File: src/rtl/plab2_proc_bypass_scoreboard_pkg.sv
// Shared definitions for plab2_proc_bypass_scoreboard: RF select encoding,
// packed entry layout helpers and the result-ready stage clamp.
package plab2_proc_bypass_scoreboard_pkg;

  localparam int unsigned RF_SEL = 0;

  // Entry layout, MSB to LSB: {val, wen, waddr[aw], rdy_stage[sw]}
  function automatic int unsigned entry_w(input int unsigned aw, input int unsigned sw);
    return aw + sw + 2;
  endfunction

  function automatic int unsigned waddr_lsb(input int unsigned sw);
    return sw;
  endfunction

  function automatic int unsigned wen_bit(input int unsigned aw, input int unsigned sw);
    return sw + aw;
  endfunction

  function automatic int unsigned val_bit(input int unsigned aw, input int unsigned sw);
    return sw + aw + 1;
  endfunction

  function automatic int unsigned clamp_stage(input int unsigned s, input int unsigned n);
    if (s == 0) return 1;
    if (s > n)  return n;
    return s;
  endfunction

endpackage

File: src/rtl/plab2_proc_bypass_scoreboard_lookup.sv
// Per-read-port priority search over the in-flight entries: youngest matching
// writer decides between a bypass select and a stall request.
module plab2_proc_bypass_scoreboard_lookup
  import plab2_proc_bypass_scoreboard_pkg::*;
#(
  parameter  int unsigned p_nstages = 3,
  parameter  int unsigned c_aw      = 5,
  parameter  int unsigned c_sw      = 2,
  localparam int unsigned c_ew      = entry_w(c_aw, c_sw)
)(
  input  logic [p_nstages*c_ew-1:0] entries_i,
  input  logic [c_aw-1:0]           raddr_i,
  input  logic                      rval_i,
  output logic [c_sw-1:0]           sel_o,
  output logic                      stall_o
);

  localparam int unsigned c_wl = waddr_lsb(c_sw);
  localparam int unsigned c_wb = wen_bit(c_aw, c_sw);
  localparam int unsigned c_vb = val_bit(c_aw, c_sw);

  logic            hit;
  logic [c_sw-1:0] win_k;
  logic [c_sw-1:0] win_rdy;
  logic [c_ew-1:0] e;

  // Stage 1 is searched first; the first hit is the youngest and locks out older ones.
  always_comb begin
    hit     = 1'b0;
    win_k   = '0;
    win_rdy = '0;
    e       = '0;
    for (int unsigned k = 0; k < p_nstages; k++) begin
      e = entries_i[k*c_ew +: c_ew];
      if (!hit && e[c_vb] && e[c_wb] && (e[c_wl +: c_aw] == raddr_i) && (raddr_i != '0)) begin
        hit     = 1'b1;
        win_k   = c_sw'(k + 1);
        win_rdy = e[c_sw-1:0];
      end
    end
  end

  always_comb begin
    sel_o   = c_sw'(RF_SEL);
    stall_o = 1'b0;
    if (hit && rval_i) begin
      if (win_k >= win_rdy) sel_o   = win_k;
      else                  stall_o = 1'b1;
    end
  end

endmodule

File: src/rtl/plab2_proc_bypass_scoreboard.sv
// Destination-register scoreboard for the post-D pipeline stages, driving bypass
// selects, the D-stage RAW stall and the W-stage RF write. Optional activity
// counters are enabled by PLAB2_PROC_BYPASS_SCOREBOARD_STATS_EN.
module plab2_proc_bypass_scoreboard
  import plab2_proc_bypass_scoreboard_pkg::*;
#(
  parameter  int unsigned p_nstages = 3,
  parameter  int unsigned p_nrports = 2,
  parameter  int unsigned p_nregs   = 32,
  localparam int unsigned c_aw      = $clog2(p_nregs),
  localparam int unsigned c_sw      = $clog2(p_nstages + 1)
)(
  input  logic                        clk,
  input  logic                        reset,
  input  logic [p_nrports*c_aw-1:0]   raddr_D,
  input  logic [p_nrports-1:0]        rval_D,
  input  logic                        issue_go_D,
  input  logic                        issue_wen_D,
  input  logic [c_aw-1:0]             issue_waddr_D,
  input  logic [c_sw-1:0]             issue_rdy_stage_D,
  input  logic [p_nstages-1:0]        stage_en,
  output logic [p_nrports*c_sw-1:0]   byp_sel_D,
  output logic                        stall_D,
  output logic                        rf_wen_W,
  output logic [c_aw-1:0]             rf_waddr_W
`ifdef PLAB2_PROC_BYPASS_SCOREBOARD_STATS_EN
  ,
  output logic [31:0]                 stall_cycles,
  output logic [31:0]                 byp_cycles
`endif
);

  localparam int unsigned c_ew = entry_w(c_aw, c_sw);

  logic [p_nstages-1:0]           val_q, val_d;
  logic [p_nstages-1:0]           wen_q, wen_d;
  logic [p_nstages-1:0][c_aw-1:0] waddr_q, waddr_d;
  logic [p_nstages-1:0][c_sw-1:0] rdy_q, rdy_d;

  logic [c_sw-1:0]                issue_rdy;
  logic [p_nstages*c_ew-1:0]      entries;
  logic [p_nrports-1:0]           stall_req;

  assign issue_rdy = c_sw'(clamp_stage(32'(issue_rdy_stage_D), p_nstages));

  // A stage whose predecessor is frozen takes a bubble rather than a duplicate.
  always_comb begin
    val_d   = val_q;
    wen_d   = wen_q;
    waddr_d = waddr_q;
    rdy_d   = rdy_q;
    if (stage_en[0]) begin
      val_d[0]   = issue_go_D;
      wen_d[0]   = issue_wen_D;
      waddr_d[0] = issue_waddr_D;
      rdy_d[0]   = issue_rdy;
    end
    for (int unsigned j = 1; j < p_nstages; j++) begin
      if (stage_en[j]) begin
        val_d[j]   = stage_en[j-1] & val_q[j-1];
        wen_d[j]   = wen_q[j-1];
        waddr_d[j] = waddr_q[j-1];
        rdy_d[j]   = rdy_q[j-1];
      end
    end
  end

  always_ff @(posedge clk or posedge reset) begin
    if (reset) begin
      val_q   <= '0;
      wen_q   <= '0;
      waddr_q <= '0;
      rdy_q   <= '0;
    end else begin
      val_q   <= val_d;
      wen_q   <= wen_d;
      waddr_q <= waddr_d;
      rdy_q   <= rdy_d;
    end
  end

  always_comb begin
    entries = '0;
    for (int unsigned j = 0; j < p_nstages; j++) begin
      entries[j*c_ew +: c_ew] = {val_q[j], wen_q[j], waddr_q[j], rdy_q[j]};
    end
  end

  for (genvar i = 0; i < p_nrports; i++) begin : g_port
    plab2_proc_bypass_scoreboard_lookup #(
      .p_nstages (p_nstages),
      .c_aw      (c_aw),
      .c_sw      (c_sw)
    ) u_lookup (
      .entries_i (entries),
      .raddr_i   (raddr_D[i*c_aw +: c_aw]),
      .rval_i    (rval_D[i]),
      .sel_o     (byp_sel_D[i*c_sw +: c_sw]),
      .stall_o   (stall_req[i])
    );
  end

  assign stall_D    = |stall_req;
  assign rf_wen_W   = val_q[p_nstages-1] & wen_q[p_nstages-1];
  assign rf_waddr_W = waddr_q[p_nstages-1];

`ifdef PLAB2_PROC_BYPASS_SCOREBOARD_STATS_EN
  logic [31:0] stall_cycles_q, stall_cycles_d;
  logic [31:0] byp_cycles_q, byp_cycles_d;

  always_comb begin
    stall_cycles_d = stall_cycles_q + {31'd0, stall_D};
    byp_cycles_d   = byp_cycles_q + {31'd0, (|byp_sel_D) & ~stall_D};
  end

  always_ff @(posedge clk or posedge reset) begin
    if (reset) begin
      stall_cycles_q <= '0;
      byp_cycles_q   <= '0;
    end else begin
      stall_cycles_q <= stall_cycles_d;
      byp_cycles_q   <= byp_cycles_d;
    end
  end

  assign stall_cycles = stall_cycles_q;
  assign byp_cycles   = byp_cycles_q;
`endif

  a_no_issue_on_stall: assert property (@(posedge clk) disable iff (reset) !(issue_go_D && stall_D));

endmodule

File: config.mk
export PLATFORM = sky130hd
export DESIGN_NAME = plab2_proc_bypass_scoreboard
export DESIGN_NICKNAME = d
export VERILOG_FILES = /design/src/rtl/plab2_proc_bypass_scoreboard_pkg.sv /design/src/rtl/plab2_proc_bypass_scoreboard_lookup.sv /design/src/rtl/plab2_proc_bypass_scoreboard.sv
export SDC_FILE = /design/constraint.sdc
export NUM_CORES = 1
export LEC_CHECK = 0
export CORE_MARGIN = 1
export CORE_UTILIZATION = 40
export DETAILED_ROUTE_END_ITERATION = 10
export PLACE_DENSITY_LB_ADDON = 0.3
export SYNTH_ARGS = -nofsm -noshare
export SYNTH_HDL_FRONTEND = slang
export SYNTH_HIERARCHICAL = 1
export SYNTH_SLANG_ARGS = --single-unit
File: constraint.sdc
create_clock -name clk -period 4.4 [get_ports clk]
set_input_delay 0.88 -clock clk [delete_from_list [all_inputs] [get_ports clk]]
set_output_delay 0.88 -clock clk [all_outputs]
set_load 0.005 [all_outputs]
==> results.py, run 1 <==
metrics = {
    "routing": {
        "num_vias": 1585,
        "ant_nets": 0,
        "drt_iter0_drc": 73,
        "drc_errors": 0,
        "wl_per_cell_um": 14.2,
        "drt-total-wl_um": 4580,
        "vias_per_cell": 4.91,
        "drtPass1Iterations": 4,
    },
    "critical_path": {
        "cpLargestDelayFamily": "simple AND/OR/NAND/NOR gates",
        "cp_num_cells": 11,
        "crit_path_start": "raddr_D[4]",
        "crit_path_max_incr_delay_ns": 0.49,
        "end_kind": "output pin",
        "cp_cell_sequence": "clkdlybuf4s15_1 -> xor2_1 -> or4_4 -> or3_4 -> and2_1 -> ha_1 -> nand2b_1 -> a21oi_2 -> nand2b_1 -> a211oi_1 -> dlygate4sd2_1",
        "crit_path_end": "byp_sel_D[1]",
        "critPathBufInv": 2,
        "ff2ff_setup_slack_ns": 3.44,
        "r2r_cells": 1,
        "r2r_start": "val_q[0]$_DFFE_PP0P_",
        "cp_max_fo": 4,
        "cp_data_required_time_ns": 3.52,
        "cp.arrival_ns": 3.39,
        "critPathLaunchType": "input pin",
        "rr_endpoint": "val_q[0]$_DFFE_PP0P_",
        "cp_slowest_cell": "or4_4",
        "path_common_cell": "nand2b_1",
        "worstSetupPathType": "in -> out",
    },
    "die": {
        "dieArea_um2": 5260,
        "die_x_um": 72.5,
        "start_util": 0.418,
        "rows": 25,
        "fp.dieH_um": 72.5,
        "core-area_um2": 4750,
        "ioPinCount": 37,
    },
    "logic_synthesis": {
        "syn_area_per_cell_um2": 11.2,
        "yosysWarnings": 6,
        "syn-num-nets": 207,
        "synth_top_area_share": 0.340,
        "yosys.area.top_type": "dfrtp_1",
        "ys_ff_latch": 27,
        "synth_cell_types": 33,
        "syn_area_um2": 1990,
        "yosys-top-cells-area": "dfrtp_1, mux2_4, xnor2_1",
        "ys_seq_area_frac": 0.340,
        "postSynthCellCount": 177,
    },
    "sta": {
        "period_minus_slack_ns": 4.27,
        "max-slew-margin-rel": 0.360,
        "post-route-period-util": 0.971,
        "setup_slack_ns": 0.129,
        "final_hold_viol_count": 0,
        "hold_slack_ns": 0.561,
        "clock_skew_ns": 0.000453,
        "setup_viol": 0,
        "drv_slew": 0,
        "tightest_slew_ns": 0.960,
        "fmax_ghz": 0.234,
        "rsz0062_at_grt": "no",
    },
    "global_routing": {
        "grt_start_max_net_pins": 28,
        "grt_antenna_before_repair": 0,
        "grt_first_pass_wirelength_um": 7600,
        "globalRouteOverflowTotal": 0,
        "gr-usage-all-layers": 0.190,
        "first_global_vias": 1587,
    },
    "final_layout": {
        "nets": 287,
        "syn_to_final_growth_pct": 43.4,
        "antenna_cells": 0,
        "drive_gt1_frac": 0.398,
    },
    "placed_design": {
        "place_congestion": 0.781,
        "port_buffers": 36,
        "place_ws_ns": -0.461,
        "hpwl_um": 3540,
    },
    "clock_tree": {
        "cts_tree": "yes",
        "ctsHoldBuffers": 0,
        "clk_latency_ns": 0.26,
        "cts.htree.levels": 1,
        "cts_sinks": 27,
        "cts.clk_slew.worst_paths_ns": 0.08,
        "cts_max_path_buffers": 2,
        "cts_buffers": 3,
        "clockRootBuffer": "clkbuf_8",
    },
    "run_status": {
        "status": "finished, final reports clean",
    },
    "pwr": {
        "power_leakage_nw": 1.26,
        "comb_power_share": 0.331,
        "internal-power_mw": 0.494,
        "p_per_area_nw_per_um2": 246,
        "p_seq_frac": 0.480,
        "swShare": 0.295,
        "power.share.clock": 0.188,
        "vdd_drop_max_uv": 240,
        "p_sw_mw": 0.207,
    },
    "min_path": {
        "hold_path_class": "reg -> reg",
        "holdPathStages": 1,
    },
    "flow_run": {
        "drv_cap": 0,
    },
}
-- cells in the final DEF (no fill, tap or decap), types with 3 or more instances in the layout --
cell type,instances
a31oi_1,4
and2_1,3
nand2_1,7
clkbuf_8,3
dlygate4sd2_1,7
or3_1,4
clkdlybuf4s15_2,3
ha_1,4
o21ai_0,3
xnor2_1,13
and2_0,4
mux2_4,21
a21oi_1,4
xor2_1,14
buf_4,47
dfrtp_1,27
inv_1,8
or4_4,4
nor4_1,5
clkdlybuf4s50_1,21
o2111ai_1,4
-- registers in the layout, indices dropped and copies added (netlist names) --
register,count
wen_q,3
rf_waddr_W,5
val_q,3
entries,16
-- stage by stage --
step | utilization | power, mW | std cells | instance area [um^2] | setup TNS, ns
after floorplan | - | 0.468 | 177 | 1990 | 0
after global placement | 0.546 | 0.551 | 303 | 2590 | -1.60
after detailed placement | 0.546 | 0.556 | 303 | 2590 | -1.78
after CTS | 0.588 | 0.699 | 322 | 2790 | 0
after global routing | 0.600 | 0.745 | 323 | 2850 | 0
final | 0.600 | 0.701 | 323 | 2850 | 0
-- layer usage --
layer / global-route usage / vias to the layer above / part of all wire / routed length [um]
met3: 0.0111 / 9 / 0.015 / 71
met4: 0.0610 / 0 / 0.023 / 106
met2: 0.334 / 31 / 0.51 / 2340
met5: 0 / - / 0 / 0
met1: 0.250 / 750 / 0.45 / 2070
li1: - / 795 / - / -
-- worst min-delay path by stage --
stage	start	to	slack, ns
final	wen_q[2]$_DFFE_PP0P_	wen_q[2]$_DFFE_PP0P_	0.56
after global routing	wen_q[2]$_DFFE_PP0P_	wen_q[2]$_DFFE_PP0P_	0.59
after CTS	wen_q[2]$_DFFE_PP0P_	wen_q[2]$_DFFE_PP0P_	0.57
after detailed placement	wen_q[2]$_DFFE_PP0P_	wen_q[2]$_DFFE_PP0P_	0.55
after global placement	wen_q[2]$_DFFE_PP0P_	wen_q[2]$_DFFE_PP0P_	0.53
after floorplan	entries[18]$_DFFE_PP0P_	entries[18]$_DFFE_PP0P_	0.50
-- cells by family after synthesis --
family                   synth area share
AO/OA/AOI/OAI                       0.104
XOR/XNOR                            0.132
adder cells (fa/ha/maj)            0.0252
buffers and inverters              0.0585
flip-flops                          0.340
multiplexers                        0.170
AND/OR/NAND/NOR                     0.171
-- power by group through the flow --
| stage | sequential, mW | clock [mW] | combinational [mW] |
|---|---|---|---|
| 6_report | 0.337 | 0.132 | 0.232 |
| 5_1_grt | 0.343 | 0.150 | 0.252 |
| 4_1_cts | 0.337 | 0.136 | 0.226 |
| 3_5_place_dp | 0.340 | 0 | 0.217 |
| 3_3_place_gp | 0.339 | 0 | 0.212 |
| 2_1_floorplan | 0.323 | 0 | 0.144 |
-- Yosys cell counts, drive strengths merged --
master / count
o2111ai: 4
a31o: 2
nor2: 2
nand2: 9
o211a: 2
nand4: 2
nor3: 2
and2: 7
nand2b: 4
or3: 6
nand3: 2
o211ai: 4
mux2: 23
ha: 4
o21ai: 3
a21oi: 6
or4: 4
nor4: 6
xor2: 14
o22a: 1
xnor2: 16
inv: 8
a31oi: 4
a211oi: 2
buf: 10
dfrtp: 27
or2: 3
-- repair_timing --
item / CTS / global route
setup endpoints to repair: 5 / 5
buffers inserted: 15 / 1
pin swaps: 15 / 11
resized for setup: 28 / 12
-- cell type report --
class	count	area, um^2
Clock buffer	4	45.0
Fill cell	438	1900
Inverter	8	30.0
Multi-Input combinational cell	132	1290
Sequential cell	27	676
Tap cell	67	83.8
Timing Repair Buffer	85	731
(Power assumes the default switching activity.)
==> inputs of run 2 (changes only) <==
--- a/config.mk
+++ b/config.mk
@@ -5,8 +5,10 @@
 export SDC_FILE = /design/constraint.sdc
 export NUM_CORES = 1
 export LEC_CHECK = 0
+export CELL_PAD_IN_SITES_DETAIL_PLACEMENT = 1
+export CELL_PAD_IN_SITES_GLOBAL_PLACEMENT = 2
 export CORE_MARGIN = 1
-export CORE_UTILIZATION = 40
+export CORE_UTILIZATION = 34
 export DETAILED_ROUTE_END_ITERATION = 10
 export PLACE_DENSITY_LB_ADDON = 0.3
 export SYNTH_ARGS = -nofsm -noshare
==> run 2 against run 1 <==
Combinational power grew 2%. Routed wire length grew 24%. Non-clock buffer count shrank 2. Via count grew 3.9%. Worst hold slack lost 0.0026 ns. Largest cell class unchanged.
==> results.py, run 2 (same netlist as run 1, synthesis figures left out) <==
metrics = {
    "run_status": {
        "status": "finished, final reports clean",
    },
    "critical_path": {
        "worstSetupPathType": "in -> out",
        "critPathLaunchType": "input pin",
        "cp_max_fo": 4,
        "cp_data_required_time_ns": 3.52,
        "crit_path_start": "raddr_D[6]",
        "r2r_start": "val_q[0]$_DFFE_PP0P_",
        "ff2ff_setup_slack_ns": 3.45,
        "cp.arrival_ns": 3.46,
        "end_kind": "output pin",
    },
    "final_layout": {
        "largest_reg_flops": 16,
        "mostFrequentLayoutCells": "buf_4, dfrtp_1, mux2_4, clkdlybuf4s50_1, xnor2_1",
        "antenna_cells": 0,
        "design_area_um2": 2880,
        "final_common_cell": "buf_4",
        "syn_to_final_growth_pct": 44.9,
        "drive_gt1_frac": 0.441,
        "nFillCells": 622,
        "final_util": 0.517,
        "nets": 285,
        "finalNonFillerCells": 326,
    },
    "clock_tree": {
        "cts_max_path_buffers": 2,
        "clk_latency_ns": 0.26,
        "clockRootBuffer": "clkbuf_8",
        "cts.clk_slew.worst_paths_ns": 0.09,
        "cts.htree.levels": 1,
        "ctsHoldBuffers": 0,
        "cts_sinks": 27,
        "cts_tree": "yes",
        "cts_buffers": 3,
    },
    "global_routing": {
        "globalRouteOverflowTotal": 0,
        "gr-usage-all-layers": 0.189,
        "grt_start_max_net_pins": 28,
        "grt_first_pass_wirelength_um": 8990,
        "grt_antenna_before_repair": 0,
        "first_global_vias": 1844,
    },
    "placed_design": {
        "place_ws_ns": -0.582,
        "port_buffers": 36,
        "hpwl_um": 4290,
        "dpl.cell_count": 305,
        "place_congestion": 0.794,
        "placed_area_um2": 2580,
    },
    "routing": {
        "vias_per_cell": 5.05,
        "num_vias": 1647,
        "drc_errors": 0,
        "drtPass1Iterations": 3,
        "ant_nets": 0,
        "wl_per_cell_um": 17.4,
        "drt-total-wl_um": 5670,
        "drt_iter0_drc": 23,
    },
    "sta": {
        "setup_viol": 0,
        "drv_slew": 0,
        "final_hold_viol_count": 0,
        "fmax_ghz": 0.231,
        "max-slew-margin-rel": 0.350,
        "post-route-period-util": 0.986,
        "clock_skew_ns": 0.000936,
        "setup_slack_ns": 0.0621,
        "period_minus_slack_ns": 4.34,
        "tightest_slew_ns": 0.974,
        "fin_tns_setup_ns": 0,
    },
    "die": {
        "start_util": 0.357,
        "ioPinCount": 37,
        "rows": 27,
        "dieArea_um2": 6160,
        "core-area_um2": 5570,
        "die_x_um": 78.5,
        "fp.dieH_um": 78.5,
    },
    "min_path": {
        "hold_path_class": "reg -> reg",
        "min_from": "val_q[2]$_DFFE_PP0P_",
    },
    "pwr": {
        "p_per_area_nw_per_um2": 247,
        "power_leakage_nw": 1.26,
        "vdd_drop_max_uv": 183,
    },
    "flow_run": {
        "drv_cap": 0,
    },
}
[run 2: changes by cell type in the layout (fill, tap and decap cells not counted), sizes merged]
cell,delta
clkdlybuf4s15,-5
buf,+1
clkbuf,+1
clkinv,+1
dlygate4sd2,+1
dlymetal6s2s,-1
[run 2: what timing repair did]
action,in CTS,in global routing
setup endpoints to repair,5,4
buffers inserted,14,3
resized for setup,39,17
pin swaps,18,12
[run 2: through the flow]
stage               total power [mW]  hold slack, ns
finish                         0.711           0.558
global route                   0.751           0.597
CTS                            0.711           0.567
detailed placement             0.561           0.554
global placement               0.551           0.525
floorplan                      0.468           0.504
[run 2: layout make-up]
cell class	count	area, um^2	share of cell area
tap	72	90.1	0.0313
clock buffer	3	41.3	0.0143
timing repair buffer	83	683	0.237
sequential	27	676	0.235
clock inverter	1	5.00	0.00174
inverter	8	30.0	0.0104
multi-input combinational	132	1360	0.470
[run 2: worst max-delay path, cell delays in order]
cell and delay, ns:
dlygate4sd2_1 0.26, or4_4 0.57, buf_4 0.17, nor2_4 0.15
or3_4 0.19, a31oi_4 0.08, ha_1 0.30, nand2b_4 0.15
a21oi_4 0.12, nand2_1 0.08, a31oi_1 0.16, or2_4 0.14
dlygate4sd2_1 0.22
[run 2: report_power, final]
| part | total [mW] | switching, mW | leakage [nW] | internal (mW) |
|---|---|---|---|---|
| Sequential | 0.340 | 0.0585 | 0.316 | 0.282 |
| Clock | 0.135 | 0.0715 | 0.0255 | 0.0633 |
| Combinational | 0.236 | 0.0922 | 0.917 | 0.144 |
| Total | 0.711 | 0.222 | 1.26 | 0.489 |
[run 2: layer usage]
| metal | vias up | wire (um) | global-route usage |
|---|---|---|---|
| met5 | - | 0 | 0 |
| met4 | 0 | 88 | 0.0759 |
| met3 | 8 | 104 | 0.0163 |
| met2 | 28 | 3230 | 0.364 |
| met1 | 828 | 2240 | 0.211 |
| li1 | 783 | - | - |
[run 2: final timing paths]
path / depth (start not counted) / endpoint
worst max-delay path: 13 / stall_D
worst min-delay path: 2 / val_q[2]$_DFFE_PP0P_
worst max register to register: 1 / val_q[0]$_DFFE_PP0P_
worst min register to register: 2 / val_q[2]$_DFFE_PP0P_
max in group asynchronous: 2 / entries[13]$_DFFE_PP0P_
min in group asynchronous: 2 / entries[11]$_DFFE_PP0P_
==> inputs of run 3 (changes only) <==
==> constraint.sdc (replaced) <==
create_clock -name clk -period 4.67 [get_ports clk]
set_input_delay 0.934 -clock clk [delete_from_list [all_inputs] [get_ports clk]]
set_output_delay 0.934 -clock clk [all_outputs]
set_load 0.005 [all_outputs]
==> run 3 against run 2 <==
Clock skew hardly changed. Non-clock buffer count decreased by 2. Cell count fell by 0.61%. Via count down 1.0%. Sequential cell count stayed put. Critical path depth did not move. Largest power group unchanged.
==> results.py, run 3 (same netlist as run 1, synthesis figures left out) <==
metrics = {
    "die": {
        "core-area_um2": 5570,
        "fp.dieH_um": 78.5,
        "rows": 27,
        "die_x_um": 78.5,
        "ioPinCount": 37,
        "dieArea_um2": 6160,
        "start_util": 0.357,
    },
    "pwr": {
        "vdd_drop_max_uv": 172,
        "p_per_area_nw_per_um2": 234,
        "power_leakage_nw": 1.24,
        "totalPowerFinal_mw": 0.661,
    },
    "clock_tree": {
        "clk_latency_ns": 0.26,
        "cts.htree.levels": 1,
        "clockRootBuffer": "clkbuf_8",
        "cts_tree": "yes",
        "cts.clk_slew.worst_paths_ns": 0.09,
        "cts_max_path_buffers": 2,
        "cts_sinks": 27,
        "cts_buffers": 3,
    },
    "sta": {
        "fmax_ghz": 0.220,
        "period_minus_slack_ns": 4.54,
        "post-route-period-util": 0.972,
        "drv_slew": 0,
        "rsz0062_at_grt": "no",
        "setup_viol": 0,
        "tightest_slew_ns": 0.989,
        "clock_skew_ns": 0.000885,
        "max-slew-margin-rel": 0.340,
        "final_hold_viol_count": 0,
    },
    "critical_path": {
        "path_common_cell": "dlygate4sd2_1",
        "cp_data_required_time_ns": 3.74,
        "r2r_start": "val_q[0]$_DFFE_PP0P_",
        "cp_max_fo": 6,
        "r2r_cells": 1,
        "ff2ff_setup_slack_ns": 3.72,
        "cp_cell_sequence": "dlygate4sd2_1 -> or4_4 -> o211ai_4 -> buf_4 -> o2111ai_2 -> a31oi_4 -> ha_1 -> nand2b_4 -> a21oi_2 -> nand2_1 -> a31oi_1 -> or2_4 -> dlygate4sd2_1",
        "crit_path_max_incr_delay_ns": 0.56,
        "critPathLaunchType": "input pin",
        "cp_slowest_cell": "or4_4",
        "end_kind": "output pin",
        "cp.arrival_ns": 3.60,
        "worstSetupPathType": "in -> out",
        "rr_endpoint": "val_q[0]$_DFFE_PP0P_",
    },
    "routing": {
        "vias_per_cell": 5.03,
        "drc_errors": 0,
        "drt-total-wl_um": 5350,
        "met3WireLength_um": 118,
        "highest_layer": "met4",
        "ant_nets": 0,
        "wl_met2_um": 3000,
        "num_vias": 1630,
        "wl_per_cell_um": 16.5,
        "drtPass1Iterations": 4,
        "drt_iter0_drc": 33,
        "wl_met1_um": 2150,
    },
    "final_layout": {
        "nFillCells": 615,
        "multi_input_comb_area_um2": 1290,
        "seq_area_um2": 676,
        "syn_to_final_growth_pct": 42.0,
        "finalNonFillerCells": 324,
        "design_area_um2": 2820,
        "nets": 283,
        "antenna_cells": 0,
        "mostFrequentLayoutCells": "buf_4, dfrtp_1, mux2_4, clkdlybuf4s50_1, xnor2_1",
        "final_common_cell": "buf_4",
        "largest_reg_flops": 16,
        "drive_gt1_frac": 0.405,
    },
    "min_path": {
        "hold_path_class": "reg -> reg",
        "min_from": "val_q[2]$_DFFE_PP0P_",
        "holdPathStages": 2,
        "whs_endpoint": "val_q[2]$_DFFE_PP0P_",
    },
    "placed_design": {
        "dpl.cell_count": 305,
        "port_buffers": 36,
        "place_congestion": 0.794,
        "placed_area_um2": 2580,
        "hpwl_um": 4290,
    },
    "flow_run": {
        "drv_cap": 0,
    },
    "global_routing": {
        "grt_antenna_before_repair": 0,
        "globalRouteOverflowTotal": 0,
        "grt_first_pass_wirelength_um": 8940,
        "first_global_vias": 1831,
        "gr-usage-all-layers": 0.188,
        "grt_start_max_net_pins": 28,
    },
    "run_status": {
        "status": "finished, final reports clean",
    },
}
==> run 3: worst max-delay path by stage <==
stage / start / endpoint / slack, ns / depth (start not counted)
after floorplan: raddr_D[5] / stall_D / 0.73 / 11
after global placement: raddr_D[7] / stall_D / -0.39 / 14
after detailed placement: raddr_D[7] / stall_D / -0.42 / 14
after CTS: raddr_D[9] / byp_sel_D[2] / 0.04 / 11
after global routing: raddr_D[6] / stall_D / 0.03 / 13
final: raddr_D[6] / stall_D / 0.13 / 13
==> run 3: layout make-up <==
type,count,share of cell area
sequential,27,0.239
clock buffer,3,0.0146
timing repair buffer,81,0.245
multi-input combinational,132,0.457
inverter,8,0.0106
clock inverter,1,0.00177
tap,72,0.0319
==> run 3: worst max-delay path: cells and delay by family <==
| family | cells | cell delay (ns) |
|---|---|---|
| AND/OR/NAND/NOR | 4 | 0.90 |
| buffers and inverters | 3 | 0.63 |
| adder cells (fa/ha/maj) | 1 | 0.25 |
| AO/OA/AOI/OAI | 5 | 0.91 |
==> run 3: power breakdown <==
part           internal [mW]  leakage [nW]  total [mW]  switching [mW]
Clock                 0.0596        0.0255       0.125          0.0658
Combinational          0.133         0.898       0.217          0.0833
Sequential             0.266         0.316       0.319          0.0536
Total                  0.458          1.24       0.661           0.203
==> run 3: per-stage QoR <==
| step | TNS [ns] | util | hold WS [ns] | worst slack [ns] |
|---|---|---|---|---|
| 2_1_floorplan | 0 | - | 0.504 | 0.730 |
| 3_3_place_gp | -1.09 | 0.462 | 0.525 | -0.386 |
| 3_5_place_dp | -1.52 | 0.462 | 0.554 | -0.420 |
| 4_1_cts | 0 | 0.503 | 0.567 | 0.0354 |
| 5_1_grt | 0 | 0.506 | 0.597 | 0.0320 |
| 6_report | 0 | 0.506 | 0.559 | 0.131 |
==> run 3: what timing repair did <==
item                                    4_1_cts  5_1_grt
resized for setup                            39        1
cloned                                        0        0
setup buffers                                13        2
pin swaps                                    17        1
endpoints found under the setup margin        5        1
hold buffers                                  0        0
==> run 3: routing by layer <==
layer  global-route usage  vias up
li1                     -      779
met1                0.209      811
met2                0.363       32
met3               0.0163        8
met4               0.0759        0
met5                    0        -
